**config.mk**
```make
export PLATFORM = sky130hd
export DESIGN_NAME = regfile_sb
export DESIGN_NICKNAME = d
export VERILOG_FILES = /design/src/rtl/regfile_sb.sv
export SDC_FILE = /design/constraint.sdc
export NUM_CORES = 2
export LEC_CHECK = 0
export BUFFER_PORTS_ARGS = -buffer_cell sky130_fd_sc_hd__buf_4
export CAP_MARGIN = 20
export CORE_MARGIN = 4
export CORE_UTILIZATION = 58
export DETAILED_ROUTE_END_ITERATION = 7
export PLACE_DENSITY = 0.88
export SYNTH_ARGS = -nofsm -noshare
export SYNTH_HDL_FRONTEND = slang
export SYNTH_SLANG_ARGS = --single-unit
```
**constraint.sdc**
```tcl
create_clock -name clk -period 4.7 [get_ports clk]
set_input_delay 0.47 -clock clk [delete_from_list [all_inputs] [get_ports clk]]
set_output_delay 0.47 -clock clk [all_outputs]
set_load 0.005 [all_outputs]
```
**src/rtl/regfile_sb.sv**
```systemverilog
// regfile_sb
//
// Multi-port integer register file with a per-register pending-bit scoreboard
// and a sequential clear engine. Register 0 is hard-wired to zero.
//
// Parameters:
//   XLEN  - register width in bits
//   NREGS - register count (power of two, >= 4)
//   NRD   - number of asynchronous read ports (>= 1)
//   AW    - address width, derived from NREGS
//
// Ports:
//   clk, reset      - clock; synchronous active-high reset
//   clr             - soft clear pulse; restarts the clear sweep
//   ready           - 1 when the file is usable (not resetting, not sweeping)
//   rd_addr         - NRD packed read addresses, port k at [k*AW +: AW]
//   rd_data         - NRD packed read data, combinational
//   rd_busy         - pending bit of each addressed register, combinational
//   we0/wa0/wd0     - write port 0
//   we1/wa1/wd1     - write port 1 (wins on address collision)
//   rsv_en/rsv_addr - reserve request: marks rsv_addr pending
//
// Build option:
//   REGFILE_BYPASS_EN - when defined, reads forward same-cycle write data.

module regfile_sb #(
    parameter int unsigned XLEN  = 32,
    parameter int unsigned NREGS = 32,
    parameter int unsigned NRD   = 2,
    localparam int unsigned AW   = $clog2(NREGS)
) (
    input  logic                 clk,
    input  logic                 reset,
    input  logic                 clr,
    output logic                 ready,
    input  logic [NRD*AW-1:0]    rd_addr,
    output logic [NRD*XLEN-1:0]  rd_data,
    output logic [NRD-1:0]       rd_busy,
    input  logic                 we0,
    input  logic                 we1,
    input  logic [AW-1:0]        wa0,
    input  logic [AW-1:0]        wa1,
    input  logic [XLEN-1:0]      wd0,
    input  logic [XLEN-1:0]      wd1,
    input  logic                 rsv_en,
    input  logic [AW-1:0]        rsv_addr
);

    typedef enum logic {
        ST_CLEAR = 1'b0,
        ST_READY = 1'b1
    } state_t;

    localparam logic [AW-1:0] IDX_FIRST = AW'(1);
    localparam logic [AW-1:0] IDX_LAST  = AW'(NREGS - 1);

    state_t            state;
    state_t            state_nxt;
    logic [AW-1:0]     idx;
    logic [XLEN-1:0]   regs [NREGS];
    logic [NREGS-1:0]  pending;
    logic [NREGS-1:0]  pending_nxt;

    logic              restart;
    logic              usable;
    logic              sweep_we;
    logic              wr0_ok;
    logic              wr1_ok;
    logic              rsv_ok;

    // reset and clr are interchangeable: both restart the sweep at idx 1.
    assign restart  = reset | clr;

    // Outputs are forced quiet while reset is held, even before the first edge.
    assign usable   = (state == ST_READY) && !reset;

    assign sweep_we = (state == ST_CLEAR) && !restart;
    assign wr0_ok   = (state == ST_READY) && !restart && we0 && (wa0 != '0);
    assign wr1_ok   = (state == ST_READY) && !restart && we1 && (wa1 != '0);
    assign rsv_ok   = (state == ST_READY) && !restart && rsv_en && (rsv_addr != '0);

    // ------------------------------------------------------------------
    // FSM
    // ------------------------------------------------------------------
    always_ff @(posedge clk) begin
        state <= state_nxt;
    end

    always_comb begin
        state_nxt = state;
        ready     = usable;
        if (restart) begin
            state_nxt = ST_CLEAR;
        end else begin
            unique case (state)
                ST_CLEAR: if (idx == IDX_LAST) state_nxt = ST_READY;
                ST_READY: state_nxt = ST_READY;
                default:  state_nxt = ST_CLEAR;
            endcase
        end
    end

    // ------------------------------------------------------------------
    // Sweep index
    // ------------------------------------------------------------------
    always_ff @(posedge clk) begin
        if (restart) begin
            idx <= IDX_FIRST;
        end else if (state == ST_CLEAR) begin
            idx <= idx + AW'(1);
        end
    end

    // ------------------------------------------------------------------
    // Register storage (no reset: contents are zeroed by the sweep)
    // ------------------------------------------------------------------
    // Port 1 is assigned last so it wins when both ports hit one address.
    always_ff @(posedge clk) begin
        if (sweep_we) regs[idx] <= '0;
        if (wr0_ok)   regs[wa0] <= wd0;
        if (wr1_ok)   regs[wa1] <= wd1;
    end

    // ------------------------------------------------------------------
    // Scoreboard
    // ------------------------------------------------------------------
    // Writes release, reservations set; a same-cycle reservation wins.
    always_comb begin
        pending_nxt = pending;
        if (wr0_ok) pending_nxt[wa0] = 1'b0;
        if (wr1_ok) pending_nxt[wa1] = 1'b0;
        if (rsv_ok) pending_nxt[rsv_addr] = 1'b1;
    end

    always_ff @(posedge clk) begin
        if (restart) begin
            pending <= '0;
        end else if (state == ST_READY) begin
            pending <= pending_nxt;
        end
    end

    // ------------------------------------------------------------------
    // Read ports
    // ------------------------------------------------------------------
    for (genvar k = 0; k < NRD; k++) begin : g_rd
        logic [AW-1:0]   addr;
        logic [XLEN-1:0] data;
        logic            busy;

        assign addr = rd_addr[k*AW +: AW];

        always_comb begin
            data = '0;
            busy = 1'b0;
            if (usable && (addr != '0)) begin
                data = regs[addr];
                busy = pending[addr];
`ifdef REGFILE_BYPASS_EN
                // A forwarded register is being written, so it reads as
                // released unless a reservation lands on it this cycle.
                if (wr0_ok && (wa0 == addr)) begin
                    data = wd0;
                    busy = rsv_ok && (rsv_addr == addr);
                end
                if (wr1_ok && (wa1 == addr)) begin
                    data = wd1;
                    busy = rsv_ok && (rsv_addr == addr);
                end
`endif
            end
        end

        assign rd_data[k*XLEN +: XLEN] = data;
        assign rd_busy[k]              = busy;
    end

endmodule

```
==> summary.txt <==
Run status
  • Status: complete, but fails checks
  • Failing checks: DRC

Critical path
  • Startpoint types: register
  • Worst Setup End Kind: output pin
  • Crit path cell chain: nor4b_4 > buf_4 > a32oi_1 > nand4_1 > buf_4
  • CP dominant cell by count: buf_4
  • Critical path class: reg -> out
  • Slowest library cell on the worst path: buf_4
  • Largest fanout on the critical path: 33
  • Critical path required time: 4.23 ns
  • Crit path DAT: 3.55 ns
  • Max incr delay on CP: 0.80 ns

Global route
  • Vias in the first global route: 46994
  • Total global-route track usage: a little under two fifths
  • Initial antenna violation count: 6
  • GRT overflow: 0
  • Largest net degree at the start of global routing: 97
  • First-pass GRT wire length: around 320 mm

STA
  • Final worst path period share: a little under nine tenths
  • Post-layout minimum cycle time: 4.018 ns
  • Final Hold Vio Count: 0
  • Fmax: 0.2489 GHz
  • Clock Skew: 0.02397 ns
  • RSZ-0062 raised after global routing: no
  • Max Transition Viols Final: 0
  • Setup TNS: 0 ns
  • Final setup vio count: 0
  • Slew @ Worst Pin: about 1.3 ns
  • Slew HR: 14.05%

Floorplanning
  • I/O pin count: about 160
  • Core ar.: 107700 µm²
  • Placement row count: 120
  • Full die area: 114400 µm²
  • Starting Density: 58.73%
  • Die height: 338.2 µm
  • Die W: 338.2 µm

CTS
  • Htree depth: 3
  • Post_cts resized: 0
  • Post-CTS Setup Bufs: 0
  • Clock root cell: clkbuf_16
  • Worst-Skew Late Latency: 0.73 ns
  • Clock sink count: 1062
  • Maximum clock insertion buffer count: 3
  • CTS tree: built
  • Cts hold-fix bufs: 1
  • CTS clk-pin slew, worst paths: 0.06 ns
  • Cts bufs inserted: roughly 110

Routing
  • Starting DRT DRC Count: 8798
  • Total wire length: about 230 mm
  • DRT Pass-1 Iters: 8
  • DRC: 7
  • Remaining antenna violation count: 0
  • WL/cell: 38.22 µm
  • Vias per cell: just under 8
  • Via count: 46752

Finish
  • Most frequent cells in the layout: edfxtp_1 (1024), mux2_2 (962), mux2i_1 (534)
  • Most common cell after layout, fill and taps aside: edfxtp_1
  • Area Overhead vs Synth: 11.32%
  • Post-layout util: 65.38%
  • Fin area: approximately 70000 µm²
  • Nets: 4518
  • Layout cells sized above 1: 41.72%
  • Post-route insts no fill: 5922
  • Fillers: 7134

Synth
  • Mapped cell area: 63230 µm²
  • Top FF cell, synth: edfxtp_1
  • EDFF count, synth: 1024
  • Synth Instances: 4500
  • Syn avg cell area: between 10 and 15 µm²
  • Post-Syn Nets: ~4600
  • Register area share after synthesis: 49.83%
  • Synth async-reset ratio: 0%
  • Synth cell types: 58
  • Yosys reg bits: 1062
  • Syn. warnings: 0

Placement
  • Placed cells: 5706
  • Routability Congestion: 0.9766
  • Dpl cell area: 66670 µm²
  • # port buffers: 161
  • Detail Placement HPWL: about 130 mm

Pwr
  • VDD IR max: between 0.3 and 0.4 mV
  • Total power: 20340 µW
  • PwrDens: 289.0 nW/µm²
  • Leakage: roughly 0.029 µW

Min path
  • HP Class: in -> reg

Run
  • Max-cap violations: 0
## cell families (layout without fill, tap and decap cells)
logic type      count (synthesis)  count (layout)  share of synthesized area (%)
mux                          1794            1794                          35.76
flops                        1062            1062                          49.83
buf+inv                       569             582                          3.839
simple gates                  553             553                          4.904
compound gates                517             517                          5.580
xor+xnor                        3               3                        0.04156
fa+ha+maj                       2               2                        0.03957
other cells                     0               6                              0
## cells in the mapped netlist (12+ instances only)
| library cell | n | area (µm²) |
|---|---|---|
| edfxtp_1 | 1024 | 30750 |
| mux2_2 | 962 | 10830 |
| mux2i_1 | 534 | 5345 |
| clkbuf_1 | 331 | 1242 |
| mux4_2 | 264 | 5946 |
| a22oi_1 | 221 | 1659 |
| buf_2 | 170 | 850.8 |
| nand3_1 | 159 | 795.8 |
| a21oi_1 | 144 | 720.7 |
| nand2_1 | 97 | 364.1 |
| and3_1 | 73 | 456.7 |
| a32oi_1 | 70 | 613.1 |
| nand4_1 | 67 | 419.2 |
| and2_1 | 39 | 244.0 |
| dfxtp_1 | 38 | 760.7 |
| o21ai_0 | 37 | 185.2 |
| clkbuf_2 | 30 | 150.1 |
| mux2_4 | 28 | 420.4 |
| nor2_1 | 27 | 101.4 |
| buf_1 | 25 | 93.84 |
| o22ai_1 | 16 | 100.1 |
| nor2b_1 | 14 | 87.58 |
| nor3b_1 | 12 | 90.09 |
| o2111ai_1 | 12 | 105.1 |
## worst max-delay path, delay by kind of cell (launching register included)
kind / cells / cell delay (ns)
AND/OR/NAND/NOR: 2 / 0.91
AO/OA/AOI/OAI: 1 / 0.32
flip-flops: 1 / 0.60
buffers and inverters: 2 / 0.97
## state kept, by name, indices dropped and copies added, names as in the netlist
signal,count
idx,5
regs,1024
state,1
pending,32
## report_power, final
group | internal (µW) | switching [µW]
logic | 436 | 817
registers | 10200 | 11.3
clock network | 4950 | 3890
total | 15600 | 4720
## cell type report
class / count / area, µm² / area share (%)
Tap cell: 1403 / 1755 / 2.494
Timing Repair Buffer: 375 / 3398 / 4.828
Antenna cell: 6 / 15.01 / 0.02133
Clock buffer: 130 / 2828 / 4.017
Inverter: 5 / 18.77 / 0.02666
Clock inverter: 72 / 723.2 / 1.027
Multi-Input combinational cell: 2869 / 30140 / 42.82
Sequential cell: 1062 / 31510 / 44.77
## worst paths after layout
kind / to / startpoint / cells after the start / slack, ns
worst min register to register: pending[4] / pending[4] / 2 / 0.49
worst min-delay path: idx[0] / clr / 3 / 0.11
worst max-delay path: rd_data[52] / state / 5 / 0.68
worst max register to register: regs[4][26] / state / 7 / 0.80
## per-stage QoR
stage          hold slack (ns)  setup WS [ns]
2_1_floorplan           0.4355       -0.03940
3_3_place_gp            0.4636         0.9628
3_5_place_dp            0.4706         0.8981
4_1_cts                 0.1103         0.7160
5_1_grt                 0.1302         0.6311
6_report                0.1099         0.6824
## metal layers
metal  up-vias  part of all wire [%]  track usage (%)
met1     22714                    31            45.80
met4         4                   9.3            28.65
met3      1398                    16            13.64
met2      4767                    44            57.07
met5         -                0.0093                0
li1      17869                     -                -
Note: power is estimated with default switching activity, not from simulation.
